[config.mk]
export PLATFORM = sky130hd
export DESIGN_NAME = sw_debounce3_flat
export DESIGN_NICKNAME = d
export VERILOG_FILES = /design/src/rtl/sw_debounce_pkg.sv /design/src/rtl/sw_debounce3_if.sv /design/src/rtl/sw_debounce3_ch.sv /design/src/rtl/sw_debounce3.sv /design/src/flat_wrapper.sv
export SDC_FILE = /design/constraint.sdc
export NUM_CORES = 1
export LEC_CHECK = 0
export BUFFER_PORTS_ARGS = -buffer_cell sky130_fd_sc_hd__buf_2
export CAP_MARGIN = 10
export CORE_MARGIN = 8
export CORE_UTILIZATION = 66
export CTS_CLUSTER_SIZE = 24
export DETAILED_ROUTE_END_ITERATION = 8
export GPL_TIMING_DRIVEN = 0
export PLACE_DENSITY = 0.91
export SYNTH_ARGS = -nofsm -noshare
export SYNTH_HDL_FRONTEND = slang
export SYNTH_SLANG_ARGS = --single-unit
[constraint.sdc]
create_clock -name clk -period 5 [get_ports clk]
set_clock_uncertainty 0.15 [all_clocks]
set_input_delay 0.25 -clock clk [delete_from_list [all_inputs] [get_ports clk]]
set_output_delay 0.25 -clock clk [all_outputs]
set_load 0.05 [all_outputs]
[src/rtl/sw_debounce_pkg.sv]
// Shared constants for the three-channel switch debouncer.
package sw_debounce_pkg;

    localparam int unsigned SW_CH               = 3;
    // 1 ms at a 50 MHz board clock
    localparam int unsigned DEBOUNCE_CYCLES_DEF = 50000;
    localparam int unsigned DEBOUNCE_CYCLES_SIM = 4;

endpackage

[src/rtl/sw_debounce3_if.sv]
// Raw switch levels in, debounced levels out; edge pulses only with SW_DEBOUNCE_EDGE_EN.
interface sw_debounce3_if
    import sw_debounce_pkg::*;
();

    logic a;
    logic b;
    logic c;
    logic a_db;
    logic b_db;
    logic c_db;
`ifdef SW_DEBOUNCE_EDGE_EN
    logic [SW_CH-1:0] rise;
    logic [SW_CH-1:0] fall;

    modport master (output a, b, c, input a_db, b_db, c_db, rise, fall);
    modport slave  (input a, b, c, output a_db, b_db, c_db, rise, fall);
`else
    modport master (output a, b, c, input a_db, b_db, c_db);
    modport slave  (input a, b, c, output a_db, b_db, c_db);
`endif

endinterface

[src/rtl/sw_debounce3_ch.sv]
// One debounce channel: 2-flop synchroniser, stability counter, stable level q.
// Optional registered rise/fall pulses under SW_DEBOUNCE_EDGE_EN.
module debounce_ch
    import sw_debounce_pkg::*;
#(
    parameter int unsigned DEBOUNCE_CYCLES = DEBOUNCE_CYCLES_DEF
) (
    input  logic clk,
    input  logic rst,
    input  logic raw_i,
    output logic db_o
`ifdef SW_DEBOUNCE_EDGE_EN
    ,
    output logic rise_o,
    output logic fall_o
`endif
);

    localparam int unsigned      CNT_W   = $clog2(DEBOUNCE_CYCLES);
    localparam logic [CNT_W-1:0] CNT_MAX = CNT_W'(DEBOUNCE_CYCLES - 1);

    logic             s1_q;
    logic             s2_q;
    logic [CNT_W-1:0] cnt_q, cnt_d;
    logic             lvl_q, lvl_d;
    logic             commit_c;

    // Any return of s2 to the stable level aborts the pending count
    always_comb begin
        cnt_d    = '0;
        lvl_d    = lvl_q;
        commit_c = 1'b0;
        if (s2_q != lvl_q) begin
            if (cnt_q == CNT_MAX) begin
                lvl_d    = s2_q;
                commit_c = 1'b1;
            end else begin
                cnt_d = cnt_q + CNT_W'(1);
            end
        end
    end

    always_ff @(posedge clk or posedge rst) begin
        if (rst) begin
            s1_q  <= 1'b0;
            s2_q  <= 1'b0;
            cnt_q <= '0;
            lvl_q <= 1'b0;
        end else begin
            s1_q  <= raw_i;
            s2_q  <= s1_q;
            cnt_q <= cnt_d;
            lvl_q <= lvl_d;
        end
    end

    assign db_o = lvl_q;

`ifdef SW_DEBOUNCE_EDGE_EN
    logic rise_q;
    logic fall_q;

    // Pulses land on the same edge that q takes its new value
    always_ff @(posedge clk or posedge rst) begin
        if (rst) begin
            rise_q <= 1'b0;
            fall_q <= 1'b0;
        end else begin
            rise_q <= commit_c &  s2_q;
            fall_q <= commit_c & ~s2_q;
        end
    end

    assign rise_o = rise_q;
    assign fall_o = fall_q;
`else
    logic unused_commit_c;
    assign unused_commit_c = commit_c;
`endif

endmodule

[src/rtl/sw_debounce3.sv]
// Three-channel switch conditioner feeding the board OR stage.
// Define SW_DEBOUNCE_EDGE_EN to add the rise/fall pulse outputs.
module sw_debounce3
    import sw_debounce_pkg::*;
#(
    parameter int unsigned DEBOUNCE_CYCLES = DEBOUNCE_CYCLES_DEF
) (
    input  logic           clk,
    input  logic           rst,
    sw_debounce3_if.slave  sw
);

    logic [SW_CH-1:0] raw;
    logic [SW_CH-1:0] db;
`ifdef SW_DEBOUNCE_EDGE_EN
    logic [SW_CH-1:0] rise;
    logic [SW_CH-1:0] fall;
`endif

    assign raw = {sw.c, sw.b, sw.a};

    for (genvar i = 0; i < SW_CH; i++) begin : g_ch
        debounce_ch #(
            .DEBOUNCE_CYCLES (DEBOUNCE_CYCLES)
        ) u_ch (
            .clk    (clk),
            .rst    (rst),
            .raw_i  (raw[i]),
            .db_o   (db[i])
`ifdef SW_DEBOUNCE_EDGE_EN
            ,
            .rise_o (rise[i]),
            .fall_o (fall[i])
`endif
        );
    end

    assign sw.a_db = db[0];
    assign sw.b_db = db[1];
    assign sw.c_db = db[2];
`ifdef SW_DEBOUNCE_EDGE_EN
    assign sw.rise = rise;
    assign sw.fall = fall;
`endif

endmodule

[src/flat_wrapper.sv]
// flat-port wrapper written by rule: the top's interface ports become plain ports
module sw_debounce3_flat import sw_debounce_pkg::*;
#(
    parameter int unsigned DEBOUNCE_CYCLES = DEBOUNCE_CYCLES_DEF
)
  (clk, rst, sw_a, sw_b, sw_c, sw_a_db, sw_b_db, sw_c_db);
  sw_debounce3_if sw_i ();
  input  logic clk;
  input  logic rst;
  input wire logic [$bits(sw_i.a)-1:0] sw_a;
  input wire logic [$bits(sw_i.b)-1:0] sw_b;
  input wire logic [$bits(sw_i.c)-1:0] sw_c;
  output wire logic [$bits(sw_i.a_db)-1:0] sw_a_db;
  output wire logic [$bits(sw_i.b_db)-1:0] sw_b_db;
  output wire logic [$bits(sw_i.c_db)-1:0] sw_c_db;
  assign sw_i.a = sw_a;
  assign sw_i.b = sw_b;
  assign sw_i.c = sw_c;
  assign sw_a_db = sw_i.a_db;
  assign sw_b_db = sw_i.b_db;
  assign sw_c_db = sw_i.c_db;
  sw_debounce3 #(.DEBOUNCE_CYCLES(DEBOUNCE_CYCLES)) u_core (.clk(clk), .rst(rst), .sw(sw_i));
endmodule
==> summary.md <==
| Metric | Value |
|---|---|
| Status | completed |
| Root buf cell | clkbuf_8 |
| DIE AREA | 6410 sq um |
| Core ar. | 3970 sq um |
| WHS | 0.200 ns |
| Drt initial violations | 206 |
| Pre-Repair DR Iteration Count | 4 |
| Row count | 23 |
| Area grow syn2layout | 14.3% |
| Worst-Skew Late Latency | 0.34 ns |
| Antenna-violating nets left | 0 |
| Routed via count | 1937 |
| Critical-path top delay cell | nand4b_1 |
| Synthesized area | 2710 sq um |
| Worst-Margin Slew | 0.593 ns |
| Seq cells post-synth | 57 |
| Max Clock Freq | 457 MHz |
| Startpoint types | register |
| Cells along the critical path | ha_1 > nand3_1 > nand4b_1 > nand2_1 > buf_2 > nor2_1 |
| Die height | 80.1 um |
| Slew Limit Fails | 0 |
| GRT Resource Usage Total | 18.4% |
| Tcrit/Tclk final | 43.7% |
| Most instantiated cells after synthesis | 57 x dfrtp_1, 39 x nor2_1, 38 x xnor2_1 |
| Largest net degree at the start of global routing | 32 |
| Via density | 5.78 |
| Slowest stage delay, CP | 0.40 ns |
| DRC | 0 |
| Leak | 1.24 nW |
| Sequential share of the synthesized area | 52.6% |
| Crit. End Element | register |
| Final setup fails | 0 |
| Final Hold Fails | 0 |
| Net Count, Synth | 265 |
| CP top delay family | simple AND/OR/NAND/NOR gates |
| Fraction of layout cells with a size suffix above 1 | 19.3% |
| ANT cells | 0 |
| Synth area leader | dfrtp_1 |
| Fillers | 238 |
| Die X | 80.1 um |
| First-pass GRT wire length | 9.13 mm |
| Fin Setup TNS | 0 ns |
| Clock Path Buffers | 2 |
| Clock Pin Slew Worst Setup and Hold Paths | 0.07 ns |
| Clock sink count | 57 |
| Post-place setup slack | 2.90 ns |
| CP arrival | 2.26 ns |
| Max cap viols | 0 |
| Worst path buffer plus inverter count | 1 |
| RSZ-0062 raised after global routing | no |
| Max FO, Critical Path | 10 |
| Top area cells in the synthesized netlist | dfrtp_1 53%, xnor2_1 12%, nor2_1 5.4% |
| Grt ovf | 0 |
| Most frequent cell after synthesis | dfrtp_1 |
| WL/cell | 15.4 um |
| H-tree Lvls | 3 |
| Routed Wire Length | 5.17 mm |
| Area fraction of the dominant cell type after synthesis | 52.6% |
| Initial core utilization | 68.2% |
| Worst VDD drop | 279 uV |
| Final nets | 288 |
| Final worst slack | 2.81 ns |
| Pwr Density | 324 nW/um^2 |
| Number of global-route vias before repair | 2008 |
| Async set-reset flop share out of synthesis | 100% |
| IO Pins | 8 |
| Post-Syn Instances | 257 |
| WP data required | 5.07 ns |
| Avg Cell Area, Syn | 10.5 sq um |
| Cts bufs inserted | 9 |
| Min cycle time layout | 2.19 ns |
| Final Wtd Congestion | 0.862 |
| Ys flop type | dfrtp_1 |
| Detail Placement HPWL | 3.37 mm |
| Port Buf Inserts | 7 |
| Relative slew slack | 60.0% |
| Critical Setup Path Class | register to register |
| Synth unique cells | 28 |
| CTS tree | done |
| Number of flops mapped to enable cells by yosys | 0 |
| YS warnings | 0 |
| Number of antenna violations at the first check in global routing | 0 |
| Post-CTS sizing | 0 |
| Worst min path class | register to register |
[worst register-to-register path: stages (launching register included)]
cell and delay [ns]:
dfrtp_1 0.39, ha_1 0.20, nand3_1 0.29, nand4b_1 0.41, nand2_1 0.28, buf_2 0.27, nor2_1 0.08
[final timing paths]
kind / startpoint / endpoint / slack (ns) / cells after the start
max in group asynchronous: rst / u_core.g_ch[2].u_ch.cnt_q[10]$_DFF_PP0_ / 3.77 / 4
max reg2reg: u_core.g_ch[0].u_ch.cnt_q[0]$_DFF_PP0_ / u_core.g_ch[0].u_ch.cnt_q[13]$_DFF_PP0_ / 2.81 / 6
min in group asynchronous: rst / u_core.g_ch[1].u_ch.db_o$_DFFE_PP0P_ / 0.36 / 3
min reg2reg: u_core.g_ch[0].u_ch.s1_q$_DFF_PP0_ / u_core.g_ch[0].u_ch.s2_q$_DFF_PP0_ / 0.20 / 0
min: u_core.g_ch[0].u_ch.s1_q$_DFF_PP0_ / u_core.g_ch[0].u_ch.s2_q$_DFF_PP0_ / 0.20 / 0
max: u_core.g_ch[0].u_ch.cnt_q[0]$_DFF_PP0_ / u_core.g_ch[0].u_ch.cnt_q[13]$_DFF_PP0_ / 2.81 / 6
[logic make-up (layout without fill, tap and decap cells)]
group / after synthesis / count (layout) / synth area share (%)
flip-flops: 57 / 57 / 52.6
AO/OA/AOI/OAI: 2 / 2 / 1.62
multiplexers: 3 / 3 / 1.38
buffers and inverters: 15 / 43 / 2.68
XOR/XNOR: 45 / 45 / 14.5
AND/OR/NAND/NOR: 132 / 132 / 25.8
adder cells (fa/ha/maj): 3 / 3 / 1.39
[per-layer routing]
layer | global-route usage (%) | part of all wire [%] | wire length, um
met4 | 7.82 | 2.2 | 112
met1 | 21.3 | 43 | 2210
met2 | 28.9 | 49 | 2560
met5 | 0 | 0 | 0
met3 | 8.15 | 5.6 | 291
[report_power, final]
part / total, mW / switching [mW] / internal, mW / leakage (nW)
combinational: 0.0372 / 0.0230 / 0.0141 / 0.351
clock: 0.488 / 0.183 / 0.306 / 0.115
sequential: 0.477 / 0.00720 / 0.470 / 0.775
total: 1.00 / 0.213 / 0.789 / 1.24
[area by class of cell]
cell class,count,area (sq um),share of cell area [%]
Sequential cell,57,1430,46.1
Clock buffer,11,151,4.89
Buffer,4,31.3,1.01
Multi-Input combinational cell,185,1210,39.1
Clock inverter,5,77.6,2.51
Inverter,11,41.3,1.33
Timing Repair Buffer,12,95.1,3.07
Tap cell,50,62.6,2.02
[registers in the layout, indices dropped and copies added, names as in the netlist]
name,cells
u_core.g_ch.u_ch.cnt_q,48
u_core.g_ch.u_ch.s2_q,3
u_core.g_ch.u_ch.s1_q,3
u_core.g_ch.u_ch.db_o,3
[layout by cell type (no fill, tap or decap), types with 10 or more instances in the layout]
cell type	netlist	routed
nor4_1	12	12
xnor2_1	38	38
nand2_1	12	12
clkbuf_8	0	11
nand3_1	16	16
nor2_2	20	20
nor2_1	39	39
dfrtp_1	57	57
nor3_1	11	11
nand4_1	12	12
inv_1	11	10
[metrics by stage]
stage               total power [mW]  cells  util (%)  instance area (sq um)
global placement               0.517    314      70.7                   2810
CTS                             1.01    335      78.0                   3100
finish                          1.00    335      78.0                   3100
floorplan                      0.509    257         -                   2710
detailed placement             0.521    315      71.2                   2830
global route                    1.04    335      78.0                   3100
[what timing repair did]
action,in CTS,in global routing
hold buffers,4,0
endpoints found under the hold margin,29,0
setup buffers,0,0
(Power assumes the default switching activity.)
